<file path="config.mk">
export PLATFORM = sky130hd
export DESIGN_NAME = stack_ctrl_flat
export DESIGN_NICKNAME = d
export VERILOG_FILES = /design/src/rtl/stack_ctrl_if.sv /design/src/rtl/stack_ctrl.sv /design/src/flat_wrapper.sv
export SDC_FILE = /design/constraint.sdc
export NUM_CORES = 1
export LEC_CHECK = 0
export CORE_AREA = 2 2 117 119
export DETAILED_ROUTE_END_ITERATION = 7
export DIE_AREA = 0 0 119 121
export SYNTH_ARGS = -nofsm -noshare
export SYNTH_HDL_FRONTEND = slang
export SYNTH_SLANG_ARGS = --single-unit
</file>
<file path="constraint.sdc">
create_clock -name clk -period 4 [get_ports clk]
set_input_delay 0.6 -clock clk [delete_from_list [all_inputs] [get_ports clk]]
set_output_delay 0.6 -clock clk [all_outputs]
set_load 0.01 [all_outputs]
</file>
<file path="src/rtl/stack_ctrl_if.sv">
// stack_ctrl_if: request/ack, pop data, memory and status signals of the stack controller
interface stack_ctrl_if #(
    parameter int DEPTH = 15,
    parameter int AW    = $clog2(DEPTH),
    parameter int DW    = $clog2(DEPTH + 1)
);
    logic [3:0]    push_req;
    logic [43:0]   push_data;
    logic [3:0]    push_ack;
    logic [3:0]    pop_req;
    logic [3:0]    pop_ack;
    logic [10:0]   pop_data;
    logic          mem_we;
    logic [AW-1:0] mem_addr;
    logic [10:0]   mem_wdata;
    logic [10:0]   mem_rdata;
    logic [DW-1:0] depth;
    logic          empty;
    logic          full;
    modport master (
        output push_req, push_data, pop_req, mem_rdata,
        input  push_ack, pop_ack, pop_data, mem_we, mem_addr, mem_wdata, depth, empty, full
    );
    modport slave (
        input  push_req, push_data, pop_req, mem_rdata,
        output push_ack, pop_ack, pop_data, mem_we, mem_addr, mem_wdata, depth, empty, full
    );
endinterface

</file>
<file path="src/rtl/stack_ctrl.sv">
// stack_ctrl: round-robin push/pop arbiter owning the stack pointer of an external register-file stack
module stack_ctrl #(
    parameter int DEPTH = 15,
    parameter int AW    = $clog2(DEPTH),
    parameter int DW    = $clog2(DEPTH + 1)
) (
    input logic        clk,
    input logic        rst,
    stack_ctrl_if.slave bus
);
    logic [DW-1:0] sp_q, sp_d;
    logic [2:0]    rr_q, rr_d, gnt, idx;
    logic [7:0]    last_q, last_d, elig;
    logic [3:0]    push_ack_q, push_ack_d, pop_ack_q, pop_ack_d;
    logic [10:0]   pop_data_q, pop_data_d;
    logic          gnt_v, is_push, is_pop, empty, full;
    logic [1:0]    port;

    assign empty = sp_q == '0;
    assign full  = sp_q == DW'(DEPTH);
    // last_q masks the slot whose requester is still seeing its ack this cycle
    assign elig  = {bus.pop_req & {4{!empty}}, bus.push_req & {4{!full}}} & ~last_q;

    always_comb begin
        gnt_v = 1'b0;
        gnt   = '0;
        idx   = '0;
        for (int k = 7; k >= 0; k--) begin
            idx = rr_q + 3'(k);
            if (elig[idx]) begin
                gnt_v = 1'b1;
                gnt   = idx;
            end
        end
    end

    assign is_push = gnt_v && !gnt[2];
    assign is_pop  = gnt_v && gnt[2];
    assign port    = gnt[1:0];

    assign bus.mem_we    = is_push && rst;
    assign bus.mem_addr  = is_push ? AW'(sp_q) : is_pop ? AW'(sp_q - 1'b1) : '0;
    assign bus.mem_wdata = is_push ? bus.push_data[11*port +: 11] : '0;

    always_comb begin
        sp_d       = sp_q + DW'(is_push) - DW'(is_pop);
        rr_d       = gnt_v ? gnt + 3'd1 : rr_q;
        push_ack_d = is_push ? 4'b1 << port : 4'b0;
        pop_ack_d  = is_pop ? 4'b1 << port : 4'b0;
        pop_data_d = is_pop ? bus.mem_rdata : pop_data_q;
        last_d     = gnt_v ? 8'b1 << gnt : 8'b0;
    end

    always_ff @(posedge clk) begin
        if (!rst) begin
            sp_q       <= '0;
            rr_q       <= '0;
            push_ack_q <= '0;
            pop_ack_q  <= '0;
            pop_data_q <= '0;
            last_q     <= '0;
        end else begin
            sp_q       <= sp_d;
            rr_q       <= rr_d;
            push_ack_q <= push_ack_d;
            pop_ack_q  <= pop_ack_d;
            pop_data_q <= pop_data_d;
            last_q     <= last_d;
        end
    end

    assign bus.push_ack = push_ack_q;
    assign bus.pop_ack  = pop_ack_q;
    assign bus.pop_data = pop_data_q;
    assign bus.depth    = sp_q;
    assign bus.empty    = empty;
    assign bus.full     = full;
endmodule

</file>
<file path="src/flat_wrapper.sv">
// flat-port wrapper written by rule: the top's interface ports become plain ports
module stack_ctrl_flat 
#(
    parameter int DEPTH = 15,
    parameter int AW    = $clog2(DEPTH),
    parameter int DW    = $clog2(DEPTH + 1)
)
  (clk, rst, bus_push_req, bus_push_data, bus_pop_req, bus_mem_rdata, bus_push_ack, bus_pop_ack, bus_pop_data, bus_mem_we, bus_mem_addr, bus_mem_wdata, bus_depth, bus_empty, bus_full);
  stack_ctrl_if #(.DEPTH(DEPTH), .AW(AW), .DW(DW)) bus_i ();
  input logic clk;
  input logic rst;
  input wire logic [$bits(bus_i.push_req)-1:0] bus_push_req;
  input wire logic [$bits(bus_i.push_data)-1:0] bus_push_data;
  input wire logic [$bits(bus_i.pop_req)-1:0] bus_pop_req;
  input wire logic [$bits(bus_i.mem_rdata)-1:0] bus_mem_rdata;
  output wire logic [$bits(bus_i.push_ack)-1:0] bus_push_ack;
  output wire logic [$bits(bus_i.pop_ack)-1:0] bus_pop_ack;
  output wire logic [$bits(bus_i.pop_data)-1:0] bus_pop_data;
  output wire logic [$bits(bus_i.mem_we)-1:0] bus_mem_we;
  output wire logic [$bits(bus_i.mem_addr)-1:0] bus_mem_addr;
  output wire logic [$bits(bus_i.mem_wdata)-1:0] bus_mem_wdata;
  output wire logic [$bits(bus_i.depth)-1:0] bus_depth;
  output wire logic [$bits(bus_i.empty)-1:0] bus_empty;
  output wire logic [$bits(bus_i.full)-1:0] bus_full;
  assign bus_i.push_req = bus_push_req;
  assign bus_i.push_data = bus_push_data;
  assign bus_i.pop_req = bus_pop_req;
  assign bus_i.mem_rdata = bus_mem_rdata;
  assign bus_push_ack = bus_i.push_ack;
  assign bus_pop_ack = bus_i.pop_ack;
  assign bus_pop_data = bus_i.pop_data;
  assign bus_mem_we = bus_i.mem_we;
  assign bus_mem_addr = bus_i.mem_addr;
  assign bus_mem_wdata = bus_i.mem_wdata;
  assign bus_depth = bus_i.depth;
  assign bus_empty = bus_i.empty;
  assign bus_full = bus_i.full;
  stack_ctrl #(.DEPTH(DEPTH), .AW(AW), .DW(DW)) u_core (.clk(clk), .rst(rst), .bus(bus_i));
endmodule
</file>
Word level (Yosys, flattened, before mapping)
Index checks and enable logic that the tools add are counted. Widths: inputs -> output; s select.

Bits of input ports: 65. Register bits after elaboration: 34. Output and inout port bits: 41. Word-level logic and storage cells: 79.

Multipliers: 1. Shift operators: 3. Reductions and logical operators: 10. $add $sub $neg: 11. Bitwise logic cells: 4. $lt $le $gt $ge: 8. Equality and inequality tests: 1. Mux-type cells: 35.

Operator list (number): $shiftx 44x7->11 (1); $lt 3x4->1 const B (8); $bmux 1 s3 (8); $mux 3 (8); $mux 1 (16); $add 3x3->3 const B (4); $mux 11 (1); $and 4x4->4 (2); $and 8x8->8 (1); $mux 4 (2); $not 8->8 (1); $shl 1x3->8 const A (1); $add 3x1->3 const B (2); $add 3x2->3 const B (2); $mul 4x2->6 const A (1); $reduce_and 2->1 (3); $add 4x1->4 (1); $eq 4x4->1 const B (1); $logic_not 4->1 (1); $shl 1x2->4 const A (1); $sub 4x1->4 (1); $sub 4x1->4 const B (1); $logic_and 1x1->1 (3); $logic_not 1->1 (3).

Logic depth before layout (Yosys ltp)
Depth in word-level cells: 18. Depth in mapped cells: 17. Gate-level depth less buffers: 16.

Worst setup path after synthesis
Ideal clock, no wire load.

Kind: reg2reg. From: register u_core.rr_q[1]. To: register u_core.sp_q[3] (netlist: u_core.bus.depth[3]). Cell stages (with the launch flop): 17. Arrival time: 3713 ps. Slack: 211 ps. Clock period less this slack: 3789 ps. Cells stage by stage: dfxtp_1 > buf_2 > clkinv_1 > ha_1 > mux4_2 > nor3_4 > o32ai_1 > a21boi_1 > a2bb2oi_1 > nor3_4 > buf_2 > or2_1 > ha_1 > a21oi_1 > nor2_1 > or3_1 > a21boi_0.

Word-level cells in the longest chain between the ends: 15. Elaborated cells on any way between the ends: 44.

Ends and longest elaborated chain: start, declared (line stack_ctrl.sv:12) `logic [2:0] rr_q, rr_d, gnt, idx;`; start signal, assigned (line stack_ctrl.sv:64) `rr_q <= rr_d;`; $add 3x3->3 (line stack_ctrl.sv:29) `idx = rr_q + 3'(k);`; $bmux 1 s3 (line stack_ctrl.sv:30) `if (elig[idx]) begin`; $mux 1 (not written as such) (line stack_ctrl.sv:30); $mux 3 (8 in series) (line stack_ctrl.sv:30); $logic_not 1->1 (line stack_ctrl.sv:37) `assign is_push = gnt_v && !gnt[2];`; $logic_and 1x1->1 (line stack_ctrl.sv:37); $add 4x1->4 (line stack_ctrl.sv:46) `sp_d = sp_q + DW'(is_push) - DW'(is_pop);`; $sub 4x1->4 * (line stack_ctrl.sv:46); end signal, assigned (line stack_ctrl.sv:63) `sp_q <= sp_d;`; end, declared (line stack_ctrl.sv:11) `logic [DW-1:0] sp_q, sp_d;`.

Mark *: on every way between the ends. The rest lies on a longest branch, timed or not. The select of a mux whose other input is x is not followed. A chain may end at the register's enable or synchronous reset.

Worst setup path after layout
From: input bus_push_req[0]. To: output bus_mem_wdata[9].

Word-level cells in the longest chain between the ends: 15. Elaborated cells on any way between the ends: 39.

Ends and longest elaborated chain: start, declared (line flat_wrapper.sv:12) `input wire logic [$bits(bus_i.push_req)-1:0] bus_push_req;`; $and 4x4->4 * (line stack_ctrl.sv:22) `assign elig = {bus.pop_req & {4{!empty}}, bus.push_req & {4{!full}}} & ~last_q;`; $and 8x8->8 * (line stack_ctrl.sv:22); $bmux 1 s3 (line stack_ctrl.sv:30); $mux 1 (not written as such) (line stack_ctrl.sv:30); $mux 3 (8 in series) (line stack_ctrl.sv:30); $mul 4x2->6 or $logic_not 1->1 (tied branches) (line stack_ctrl.sv:43, stack_ctrl.sv:37); $shiftx 44x7->11 or $logic_and 1x1->1 (tied branches) (line stack_ctrl.sv:43, stack_ctrl.sv:37); $mux 11 * (line stack_ctrl.sv:43) `assign bus.mem_wdata = is_push ? bus.push_data[11*port +: 11] : '0;`; end, declared (line flat_wrapper.sv:21) `output wire logic [$bits(bus_i.mem_wdata)-1:0] bus_mem_wdata;`.

Marked as above.

==> results.ini <==
[run_status]
run_status = finished clean

[sta]
final-hold-violation-count = 0
slew_headroom_pct = 66.0
worst_slew_pin_slew_ps = 506
setup-tns-final_ps = 0
skew_ps = 5.44
fmaxAchievable_mhz = 256
setup_viol = 0
period_share_pct = 97.7
period_minus_slack_ps = 3910
drv_slew = 0
holdWs_ps = 519

[cts]
tritoncts = done
clock_path_buffers = 2
root_buffer = clkbuf_16
htreeDepth = 2
hold_buffers = 0
clk_latency_ps = 270
numCtsBuffers = 5
clk_pin_slew_ps = 50
clock_sinks = 34

[floorplanning]
dieWidth_um = 119
core_um2 = 13100
dieArea_um2 = 14400
io_pins = 106
rows = 42
die_height_um = 121
start_util_pct = 24.7

[detailed_routing]
dr.pass1.iters = 5
drt_iter0_drc = 146
via_count = 3605
routed_via_density = 4.85
drt-total-wl_um = 12000
ant_nets = 0
wl_per_cell_um = 16.1
drcViolationCount = 0

[finish]
layout-drive-gt1-share_pct = 40.9
fin_cells = 743
antenna_cells = 0
final.fill_count = 1294
area_growth_pct = 81.9
final_util_pct = 45.0
nNetsFinal = 648

[grt]
grt_pass1_vias = 3673
grt-ovfl-total = 0
grt_use_total_pct = 16.2
grt_max_degree = 21
grt_first_pass_wirelength_um = 19000
antenna_found_initial = 0

[worst_setup_path]
crit_type = in -> out
crit_path_max_fanout = 4
critPathArrivalTime_ps = 3310
endpoint_kind = output pin
cp.required_ps = 3400
cp-start-kind = input port

[logic_synthesis]
ys_top_cells_by_area = dfxtp_1 (21%), mux2i_1 (11%), ha_1 (6.2%), and2_1 (4.3%), nor2b_1 (3.9%)
synth-seq-cells = 34
synth.avg_cell_area_um2 = 8.81
synth_top_area_share_pct = 21.0
synthCells = 367
synthArstFlopShare_pct = 0
seq_area_frac_synth_pct = 21.0
yosys_warnings = 0
synth_edf_count = 0
synthesis.nets = 449
synthDistinctLibCells = 77
synthesis.area_um2 = 3230
yosysTopAreaCell = dfxtp_1
synth_top_flop_cell = dfxtp_1

[hold_path]
hold_path_class = reg -> reg

[placement]
port_buffers = 105
gp_congestion = 0.894
dp.cells = 714
dp_hpwl_um = 8990

[job]
cap_violations = 0

[sequential cells by signal, indices dropped and copies added, names as in the netlist]
| signal | count |
|---|---|
| u_core.last_q | 8 |
| u_core.bus.pop_ack | 4 |
| u_core.bus.push_ack | 4 |
| u_core.rr_q | 3 |
| u_core.bus.pop_data | 11 |
| u_core.bus.depth | 4 |
[synthesized netlist by cell type (all sizes together), types with 3 or more instances]
library cell,count
a211oi,4
a21boi,6
a21oi,10
a22oi,3
a2bb2oi,3
and2,23
buf,13
clkbuf,9
dfxtp,34
ha,16
inv,12
mux2,3
mux2i,38
mux4,5
nand2,17
nand2b,10
nand3,12
nor2,21
nor2b,20
nor3,12
o211ai,3
o21ai,12
o2bb2ai,11
o31ai,3
o32ai,14
o41ai,3
or3,5
xnor2,4
[what timing repair did]
item                                    in CTS  in global routing
gates cloned                                 3                  0
pin swaps                                   21                 23
resized for setup                          135                 58
endpoints found under the setup margin      19                 19
setup buffers                               16                  5
[worst paths after layout]
path / start / endpoint / slack, ps / cells after the start
min: u_core.bus.pop_data[7]$_SDFFE_PN0P_ / u_core.bus.pop_data[7]$_SDFFE_PN0P_ / 520 / 2
max: bus_push_req[0] / bus_mem_wdata[9] / 90 / 15
max reg2reg: u_core.rr_q[0]$_SDFFE_PN0N_ / u_core.bus.depth[3]$_SDFF_PN0_ / 130 / 19
min reg2reg: u_core.bus.pop_data[7]$_SDFFE_PN0P_ / u_core.bus.pop_data[7]$_SDFFE_PN0P_ / 520 / 2
[layout by cell type (no fill, tap or decap), drive strengths merged, types with 5 or more instances in the layout]
cell type | Yosys | routed
buf | 13 | 122
clkdlybuf4s50 | 0 | 81
mux2i | 38 | 38
dfxtp | 34 | 34
and2 | 23 | 23
nor2 | 21 | 21
nor2b | 20 | 20
nand2 | 17 | 17
ha | 16 | 16
o32ai | 14 | 14
clkbuf | 9 | 13
inv | 12 | 12
o21ai | 12 | 12
nand3 | 12 | 12
nor3 | 12 | 12
o2bb2ai | 11 | 11
nand2b | 10 | 10
a21oi | 10 | 10
a21boi | 6 | 6
mux4 | 5 | 5
or3 | 5 | 5
[cell families (layout without fill, tap and decap cells)]
family / after synthesis / in the layout / synth area share, %
AOI/OAI and AO/OA: 90 / 90 / 22.9
xor gates and xnor gates: 6 / 6 / 1.62
adders and majority gates: 17 / 17 / 6.81
buffers and inverters: 36 / 236 / 5.80
DFF: 34 / 34 / 21.0
muxes: 46 / 46 / 16.8
and+or+nand+nor: 138 / 138 / 25.0
[metal layers]
layer	track usage, %	share of wire [%]
met1	22.1	46
met2	27.8	50
met3	2.11	3.5
met4	2.60	0.53
met5	0	0
[critical path: stages]
cell	delay [ps]
clkdlybuf4s15_1	180
nand2b_1	100
mux4_2	540
buf_6	170
buf_4	120
nor3_2	170
buf_4	140
o31ai_2	70
a31oi_4	210
buf_4	150
buf_4	130
mux2_2	340
o22ai_2	120
o32ai_2	100
buf_2	150
[metrics by stage]
step | worst slack (ps) | area [µm²]
floorplan | 211 | 3230
global placement | -703 | 5080
detailed placement | -673 | 5080
CTS | 14.6 | 5720
global route | -13.4 | 5880
finish | 93.0 | 5880
[layout make-up]
| class | instances | area, µm² | area share (%) |
|---|---|---|---|
| Multi-Input combinational cell | 297 | 2860 | 48.7 |
| Timing Repair Buffer | 214 | 1910 | 32.4 |
| Sequential cell | 34 | 686 | 11.7 |
| Tap cell | 176 | 220 | 3.74 |
| Clock buffer | 6 | 139 | 2.36 |
| Inverter | 14 | 56.3 | 0.957 |
| Clock inverter | 2 | 12.5 | 0.213 |
Power is not shown: default switching activity piles up to over one toggle a cycle in this logic, so the estimate is an artifact.
